--- src/rtl/mpc_vec_pkg.sv ---
// Shared types and constants for the solver vector stream reader.
// The optional max-abs tracker in the top is enabled by MPC_VREAD_MAXABS_EN.
package mpc_vec_pkg;

  localparam int VEC_DW    = 21;
  localparam int VEC_DEPTH = 6;
  localparam int VEC_AW    = 3;

  typedef logic signed [VEC_DW-1:0] vec_word_t;

  typedef enum logic [1:0] {
    ST_IDLE  = 2'd0,
    ST_READ  = 2'd1,
    ST_DRAIN = 2'd2,
    ST_DONE  = 2'd3
  } vec_state_t;

  // Saturation limits of the signed fixed-point entry format.
  localparam vec_word_t VEC_MAXPOS = {1'b0, {(VEC_DW-1){1'b1}}};
  localparam vec_word_t VEC_MAXNEG = {1'b1, {(VEC_DW-1){1'b0}}};

endpackage

--- src/rtl/mpc_vec_skid2.sv ---
// Two-entry FIFO used as the output skid buffer of the vector reader.
// The caller guarantees no push while full and no pop while empty.
module mpc_vec_skid2 #(
  parameter int W = 22
) (
  input  logic         clk_i,
  input  logic         rst_ni,
  input  logic         push_i,
  input  logic [W-1:0] din_i,
  input  logic         pop_i,
  output logic [W-1:0] dout_o,
  output logic [1:0]   occ_o
);

  logic [W-1:0] mem_q [2];
  logic         wr_ptr_q;
  logic         rd_ptr_q;
  logic [1:0]   occ_q;

  // Storage, pointers and occupancy; push and pop may happen in the same cycle.
  always_ff @(posedge clk_i or negedge rst_ni) begin
    if (!rst_ni) begin
      for (int i = 0; i < 2; i++) mem_q[i] <= '0;
      wr_ptr_q <= 1'b0;
      rd_ptr_q <= 1'b0;
      occ_q    <= 2'd0;
    end else begin
      if (push_i) begin
        mem_q[wr_ptr_q] <= din_i;
        wr_ptr_q        <= ~wr_ptr_q;
      end
      if (pop_i) rd_ptr_q <= ~rd_ptr_q;
      occ_q <= occ_q + 2'(push_i) - 2'(pop_i);
    end
  end

  assign dout_o = mem_q[rd_ptr_q];
  assign occ_o  = occ_q;

endmodule

--- src/rtl/mpc_vec_stream_reader.sv ---
// Reads DEPTH entries from a single-port vector RAM (1-cycle latency) and
// streams them out on valid/ready under ap_start/ap_done control.
// Optional feature macro: MPC_VREAD_MAXABS_EN adds the maxabs output.
module mpc_vec_stream_reader
  import mpc_vec_pkg::*;
#(
  parameter int DEPTH = VEC_DEPTH,
  parameter int AW    = VEC_AW,
  parameter int DW    = VEC_DW
) (
  input  logic                 ap_clk,
  input  logic                 ap_rst_n,
  input  logic                 ap_start,
  output logic                 ap_done,
  output logic                 ap_idle,
  output logic                 ap_ready,
  output logic [AW-1:0]        vec_address0,
  output logic                 vec_ce0,
  input  logic signed [DW-1:0] vec_q0,
  output logic signed [DW-1:0] m_data,
  output logic                 m_last,
  output logic                 m_valid,
  input  logic                 m_ready
`ifdef MPC_VREAD_MAXABS_EN
  ,
  output logic signed [DW-1:0] maxabs
`endif
);

  vec_state_t    state_q;
  logic [AW-1:0] rd_idx_q;
  logic          inflight_q;
  logic          cap_last_q;
  logic          done_q;
  logic          idle_q;

  logic [1:0]    occ;
  logic [DW:0]   skid_dout;
  logic          pop;
  logic [2:0]    pending_d;
  logic          issue;
  logic          last_issue;

  // Credit counts the entry in flight plus what stays buffered after this
  // cycle's pop, so the skid can never overflow yet still sustains 1/cycle.
  assign pop        = m_valid & m_ready;
  assign pending_d  = 3'(occ) + 3'(inflight_q) - 3'(pop);
  assign issue      = (state_q == ST_READ) && (pending_d < 3'd2);
  assign last_issue = issue && (rd_idx_q == AW'(DEPTH-1));

  assign vec_ce0      = issue;
  assign vec_address0 = rd_idx_q;

  // Control FSM with registered handshake outputs and read bookkeeping.
  always_ff @(posedge ap_clk or negedge ap_rst_n) begin
    if (!ap_rst_n) begin
      state_q    <= ST_IDLE;
      rd_idx_q   <= '0;
      inflight_q <= 1'b0;
      cap_last_q <= 1'b0;
      done_q     <= 1'b0;
      idle_q     <= 1'b1;
    end else begin
      inflight_q <= issue;
      cap_last_q <= last_issue;
      done_q     <= 1'b0;
      case (state_q)
        ST_IDLE: begin
          if (ap_start) begin
            state_q  <= ST_READ;
            rd_idx_q <= '0;
            idle_q   <= 1'b0;
          end
        end
        ST_READ: begin
          if (last_issue) state_q <= ST_DRAIN;
          else if (issue) rd_idx_q <= rd_idx_q + 1'b1;
        end
        ST_DRAIN: begin
          if (pop && m_last) begin
            state_q <= ST_DONE;
            done_q  <= 1'b1;
          end
        end
        ST_DONE: begin
          state_q  <= ST_IDLE;
          rd_idx_q <= '0;
          idle_q   <= 1'b1;
        end
        default: state_q <= ST_IDLE;
      endcase
    end
  end

  mpc_vec_skid2 #(
    .W (DW+1)
  ) u_skid (
    .clk_i  (ap_clk),
    .rst_ni (ap_rst_n),
    .push_i (inflight_q),
    .din_i  ({cap_last_q, vec_q0}),
    .pop_i  (pop),
    .dout_o (skid_dout),
    .occ_o  (occ)
  );

  assign m_valid  = (occ != 2'd0);
  assign m_data   = skid_dout[DW-1:0];
  assign m_last   = skid_dout[DW];
  assign ap_done  = done_q;
  assign ap_ready = done_q;
  assign ap_idle  = idle_q;

`ifdef MPC_VREAD_MAXABS_EN
  function automatic logic signed [DW-1:0] abs_sat(input logic signed [DW-1:0] v);
    if (v == {1'b1, {(DW-1){1'b0}}}) return {1'b0, {(DW-1){1'b1}}};
    else if (v < 0)                  return -v;
    else                             return v;
  endfunction

  logic signed [DW-1:0] maxabs_q;
  logic signed [DW-1:0] cap_abs;

  assign cap_abs = abs_sat(vec_q0);

  // Running max of |entry|, cleared when a new vector read starts.
  always_ff @(posedge ap_clk or negedge ap_rst_n) begin
    if (!ap_rst_n)                            maxabs_q <= '0;
    else if (state_q == ST_IDLE && ap_start)  maxabs_q <= '0;
    else if (inflight_q && cap_abs > maxabs_q) maxabs_q <= cap_abs;
  end

  assign maxabs = maxabs_q;
`endif

endmodule

--- config.mk ---
export PLATFORM = sky130hd
export DESIGN_NAME = mpc_vec_stream_reader
export DESIGN_NICKNAME = d
export VERILOG_FILES = /design/src/rtl/mpc_vec_pkg.sv /design/src/rtl/mpc_vec_skid2.sv /design/src/rtl/mpc_vec_stream_reader.sv
export SDC_FILE = /design/constraint.sdc
export NUM_CORES = 1
export LEC_CHECK = 0
export BUFFER_PORTS_ARGS = -buffer_cell sky130_fd_sc_hd__buf_2
export CAP_MARGIN = 20
export CORE_ASPECT_RATIO = 0.8
export CORE_UTILIZATION = 35
export CTS_BUF_LIST = sky130_fd_sc_hd__clkbuf_4 sky130_fd_sc_hd__clkbuf_8
export CTS_CLUSTER_DIAMETER = 120
export DETAILED_ROUTE_END_ITERATION = 8
export PLACE_DENSITY = 0.64
export RECOVER_POWER = 100
export SLEW_MARGIN = 20
export SYNTH_ARGS = -nofsm -noshare
export SYNTH_HDL_FRONTEND = slang
export SYNTH_HIERARCHICAL = 1
export SYNTH_SLANG_ARGS = --single-unit
--- constraint.sdc ---
create_clock -name ap_clk -period 4.1 [get_ports ap_clk]
set_input_delay 0.205 -clock ap_clk [delete_from_list [all_inputs] [get_ports ap_clk]]
set_output_delay 0.205 -clock ap_clk [all_outputs]
set_load 0.1 [all_outputs]
After elaboration in Yosys (flattened, before gate mapping):

Index checks and enable logic that the tools add are counted.

* register bits after elaboration: 57
* logic and storage cells: 63

* $add $sub $neg: 5
* $lt $le $gt $ge: 4
* equality and inequality tests: 9
* muxes and demuxes: 18
* bitwise gates (word level): 5
* reduce and logical (&&, ||, !) cells: 11

Operator list (count)
* 22-bit 2-to-1 mux: 4
* 44-bit bitwise mux: 1
* 22-bit demux with 1-bit select: 1
* 2-bit != test, second input constant: 5
* 3-bit 2-to-1 mux: 3
* 3-bit case mux with 3 select lines: 1
* 2-bit case mux with 4 select lines: 1
* 2-bit 2-to-1 mux: 3
* 2-bit == test, second input constant: 2
* 2-bit >= comparator, second input constant: 2
* 1-bit logical AND: 4
* 1-bit NOT with 2-bit output: 2
* 4-bit AND reduction: 1
* 2-bit nonzero test: 2
* 2-bit by 1-bit adder with 3-bit output: 1
* 3-bit by 1-bit adder with 3-bit output, second input constant: 1
* 3-bit == test, second input constant: 1
* 3-bit by 2-bit < comparator with 1-bit output, second input constant: 1
* 1-bit 2-to-1 mux: 3
* 3-bit AND reduction: 1
* 3-bit nonzero test: 1
* 3-bit by 1-bit subtractor with 3-bit output: 1
* 2-bit by 1-bit adder with 2-bit output: 1
* 2-bit by 1-bit == test with 1-bit output, second input constant: 1
* other kinds (7): 8

Longest topological paths before layout:

* depth after elaboration: 8
* depth in mapped cells: 7
* depth with buffers taken out: 7

Hierarchy:

The synthesis kept the hierarchy.

Modules (own cells, without submodules)
* mpc_vec_skid2: instances 1, cells an instance 130, area an instance 2154.6 µm², seq. area each 1201.2 µm²
* mpc_vec_stream_reader: instances 1, cells an instance 56, area an instance 596.8 µm², seq. area each 226.5 µm²

Worst setup path after synthesis:

Ideal clock, no wire load.

* path type: register to register
* start point: register u_skid.occ_q[1] (netlist: u_skid/occ_o[1])
* end point: register cap_last_q
* setup time: 71 ps
* arrival: 2173 ps
* required time: 4029 ps
* setup slack: 1856 ps
* stages on the path, launching flop included: 7
* path through: dfrtp_1 > and3b_2 > o21ai_0 > fa_1 > xnor2_2 > and3_2 > and3_1

* longest elaborated chain between the ends: 6
* elaborated cells on any way between the ends: 7

RTL lines
* start, declared: RTL line mpc_vec_skid2.sv:18 `logic [1:0] occ_q;`
* start signal, assigned: RTL line mpc_vec_skid2.sv:33 `occ_q <= occ_q + 2'(push_i) - 2'(pop_i);`
* branches (longest 2 deep; another with 2-bit by 1-bit adder with 3-bit output)
* 3-bit by 1-bit subtractor with 3-bit output *: RTL line mpc_vec_stream_reader.sv:47 `assign pending_d = 3'(occ) + 3'(inflight_q) - 3'(pop);`
* 3-bit by 2-bit < comparator with 1-bit output *: RTL line mpc_vec_stream_reader.sv:48 `assign issue = (state_q == ST_READ) && (pending_d < 3'd2);`
* 1-bit logical AND *: RTL line mpc_vec_stream_reader.sv:48
* net vec_ce0: RTL line mpc_vec_stream_reader.sv:18 `output logic vec_ce0,`
* 1-bit logical AND *: RTL line mpc_vec_stream_reader.sv:49 `assign last_issue = issue && (rd_idx_q == AW'(DEPTH-1));`
* net last_issue: RTL line mpc_vec_stream_reader.sv:42 `logic last_issue;`
* end signal, assigned: RTL line mpc_vec_stream_reader.sv:65 `cap_last_q <= last_issue;`
* end, declared: RTL line mpc_vec_stream_reader.sv:33 `logic cap_last_q;`

Mark *: on every way through the listed nets, which the timed path passes.
A chain may end at the register's enable or synchronous reset.

Worst setup path after layout:

* start point: register u_skid.occ_q[1] (netlist: u_skid/occ_o[1])
* end point: output vec_ce0

* longest elaborated chain between the ends: 5
* elaborated cells on any way between the ends: 6

RTL lines (RTL line)
* branches (longest 2 deep; another with 2-bit by 1-bit adder with 3-bit output)
* 3-bit by 1-bit subtractor with 3-bit output *: mpc_vec_stream_reader.sv:47
* 3-bit by 2-bit < comparator with 1-bit output *: mpc_vec_stream_reader.sv:48
* 1-bit logical AND *: mpc_vec_stream_reader.sv:48
* end, declared: mpc_vec_stream_reader.sv:18

Every way passes the cells marked *.

==> impl_summary.log <==
INFO  metric synth.area.mux_share = 30.7%
INFO  metric cts.hold.buffers_added = 0
INFO  metric max_transition_margin = -105%
INFO  metric ys_async_sr_fraction = between 90% and 100%
INFO  metric core-area = around 7500 µm²
INFO  metric synth.area.top_cells = sky130_fd_sc_hd__dfrtp_1 51%, sky130_fd_sc_hd__mux2_2 18%, sky130_fd_sc_hd__mux2_4 11%
INFO  metric worstHoldPathType = primary input to flop
INFO  metric cp.arrival = approximately 3.0 ns
INFO  metric floorplan.die_area = ~8000 µm²
INFO  metric critical_path_peak_fanout = 6
INFO  metric place_congestion = between 0.7 and 0.8
INFO  metric first_pass_grt_wire_length = 8.07 mm
INFO  metric crit_path_top_delay_cell = sky130_fd_sc_hd__clkbuf_1
INFO  metric cts_inserted_buffers = 9
INFO  metric syn_inst = roughly 190
INFO  metric clock_latency = approximately 0.33 ns
INFO  metric postSynthRegisterBits = 57
INFO  metric critical_path.endpoint_type = output port
INFO  metric finalWorstPathRequiredPeriod = 3.19 ns
INFO  metric synth-edff-count = 0
INFO  metric worst-setup-path-type = flop to output port
INFO  metric place.port_buffers = 54
INFO  metric setup_tns = 0 ns
INFO  metric final.fill_count = around 760
INFO  metric setup_viol_count_final = 0
INFO  metric num_vias = between 1500 and 2000
INFO  metric rows = 28
INFO  metric vias_in_the_first_global_route = around 1600
INFO  metric worstSetupStartpointType = flop
INFO  metric netlist.top_cell.by_area = sky130_fd_sc_hd__dfrtp_1
INFO  metric detail_route.iter0.violations = 32
INFO  metric detail_route.wirelength = between 4 and 5 mm
INFO  metric cts_tree = done
INFO  metric post_cts_buffers = 0
INFO  metric synth_top_area_share = between 50% and 60%
INFO  metric cp_num_buf_inv = 1
INFO  metric maxCapViolCount = 2
INFO  metric failed_checks = max-capacitance violations, max-slew violations
INFO  metric finalMaxSlewViolations = 81
INFO  metric post_route_cells_drive_above_1_share = about 36%
INFO  metric h_tree_lvl_count = 3
INFO  metric postSynthNetCount = 221
INFO  metric initial_core_utilization = between 30% and 40%
INFO  metric detailed_place_hpwl = 3.22 mm
INFO  metric final.setup.worst_slack = 0.907 ns
INFO  metric setup_repair_after_global_routing_missed_its_margin = false
INFO  metric io_pins = 55
INFO  metric growth_of_design_area_from_synthesis_to_finish = 15.6%
INFO  metric cts.sink_count = 57
INFO  metric synth_area_per_cell = between 10 and 15 µm²
INFO  metric die_width = roughly 100 µm
INFO  metric critical_path.top_delay_family = buffers and inverters
INFO  metric synth-compound-area-share = under 10%
INFO  metric synth_xor_area_share = 1.86%
INFO  metric leading_post_synthesis_cells_by_instance_count = 56 x sky130_fd_sc_hd__dfrtp_1, 45 x sky130_fd_sc_hd__mux2_2, 21 x sky130_fd_sc_hd__mux2_4
INFO  metric clk_pin_slew_worst_paths = around 0.070 ns
INFO  metric synth-seq-area-share = between 50% and 60%
INFO  metric synthAdderAreaFrac = 4.82%
INFO  metric final_util = 42.4%
INFO  metric run_status = finished, violations left
INFO  metric drtPass1Iterations = 6
INFO  metric most_common_cell_in_the_netlist = sky130_fd_sc_hd__dfrtp_1
INFO  metric synthSimpleGateAreaFrac = between 5 and 6%
INFO  metric max_clock_freq = around 310 MHz
INFO  metric cp_data_required_time = around 4 ns
INFO  metric grt_antenna_before_repair = 0
INFO  metric synthFlopType = sky130_fd_sc_hd__dfrtp_1
INFO  metric hold_viol_final = 0
INFO  metric grt_overflow_total = 0
INFO  metric worst_slew_pin_slew = ~3.1 ns
INFO  metric antenna_left = 0
INFO  metric per_cell_via_count_in_the_routed_design = ~4.5
INFO  metric timing.critical_path.cells = and3b_1, o21ai_0, fa_1, xnor2_1, and3_2, clkbuf_1
INFO  metric ctsResizeCount = 0
INFO  metric ys_warn_count = 6
INFO  metric clock-skew-final = 0.00658 ns
INFO  metric die_height = approximately 81 µm
INFO  metric clk_path_buf_depth = 2
INFO  metric global_route.usage.total = between 10% and 20%
INFO  metric pin_count_of_the_biggest_net_entering_global_routing = 58
INFO  metric root_buffer_cell = sky130_fd_sc_hd__clkbuf_8
INFO  metric post_route_fraction_of_the_period_consumed_by_the_critical_path = ~78%
INFO  metric critical_path.max_stage_delay = 0.86 ns
INFO  metric synth_top_family_by_area = multiplexers
INFO  metric num_antenna_cells = 0
INFO  metric pre_cts_slack = roughly 1.7 ns
INFO  metric reg2reg_setup_slack = ~1.5 ns
INFO  metric synth_cell_types = 36
INFO  metric nets = roughly 280
INFO  metric avgRoutedWirePerCell = approximately 14 µm
INFO  metric route.detailed.drc = 0
INFO  metric synth.cell_area = around 2800 µm²
[flip-flops by register name (all words and copies together) (netlist names)]
register	flops
ap_done	1
ap_idle	1
cap_last_q	1
inflight_q	1
state_q	2
u_skid/mem_q	44
u_skid/occ_o	2
u_skid/rd_ptr_q	1
u_skid/wr_ptr_q	1
vec_address0	3
[final cells by class]
type | count | area, µm² | share of cell area [%]
tap | 105 | 131 | 4.13
multi-input combinational | 115 | 1140 | 35.9
inverter | 7 | 26.3 | 0.826
clock buffer | 12 | 159 | 5.00
sequential | 57 | 1430 | 44.9
clock inverter | 4 | 51.3 | 1.61
timing repair buffer | 56 | 241 | 7.60
[metrics by stage]
step                hold WS, ns  instances  area [µm²]
global placement          0.405        340        3110
finish                   0.0992        356        3180
detailed placement        0.414        340        3110
global route             0.0777        356        3180
CTS                      0.0441        356        3320
floorplan               -0.0906        186        2750
[cell families (layout without fill, tap and decap cells)]
| group | count (synthesis) | in the layout |
|---|---|---|
| multiplexers | 68 | 68 |
| flip-flops | 57 | 57 |
| AND/OR/NAND/NOR | 22 | 22 |
| buffers and inverters | 14 | 79 |
| adder cells (fa/ha/maj) | 10 | 10 |
| AO/OA/AOI/OAI | 10 | 10 |
| XOR/XNOR | 5 | 5 |
[worst paths after layout]
check / from / to / cells after the start
max: u_skid/occ_o[1]$_DFF_PN0_ / vec_ce0 / 6
min: vec_q0[6] / u_skid/mem_q[6]$_DFFE_PN0P_ / 2
min in group asynchronous: ap_rst_n / u_skid/mem_q[19]$_DFFE_PN0P_ / 2
max in group asynchronous: ap_rst_n / u_skid/mem_q[24]$_DFFE_PN0P_ / 2
min reg2reg: u_skid/mem_q[39]$_DFFE_PN0P_ / u_skid/mem_q[39]$_DFFE_PN0P_ / 1
max reg2reg: inflight_q$_DFF_PN0_ / u_skid/mem_q[25]$_DFFE_PN0P_ / 2
[layout by cell type, fill, tap and decap left out, drive strengths merged, types with 2 or more instances in the layout]
master	count
buf	25
clkinv	2
dfrtp	56
nor2b	2
inv	7
xor2	2
ha	9
nand3	4
and3	4
nand2	3
nor2	3
mux2	67
xnor2	3
or4	2
a21oi	2
o21ai	2
clkbuf	43
nand2b	2
[routing by layer]
layer  vias to the layer above  share of wire (%)  global-route usage (%)
met5                         -                  0                       0
met4                         0               0.31                    4.78
met3                         2                7.0                    6.11
met2                        45                 44                    19.3
met1                       788                 49                    17.4
li1                        783                  -                       -
Power is left out: the tool's default activity adds up to more than one toggle a clock period on the data nets, which glitch-free logic cannot reach.
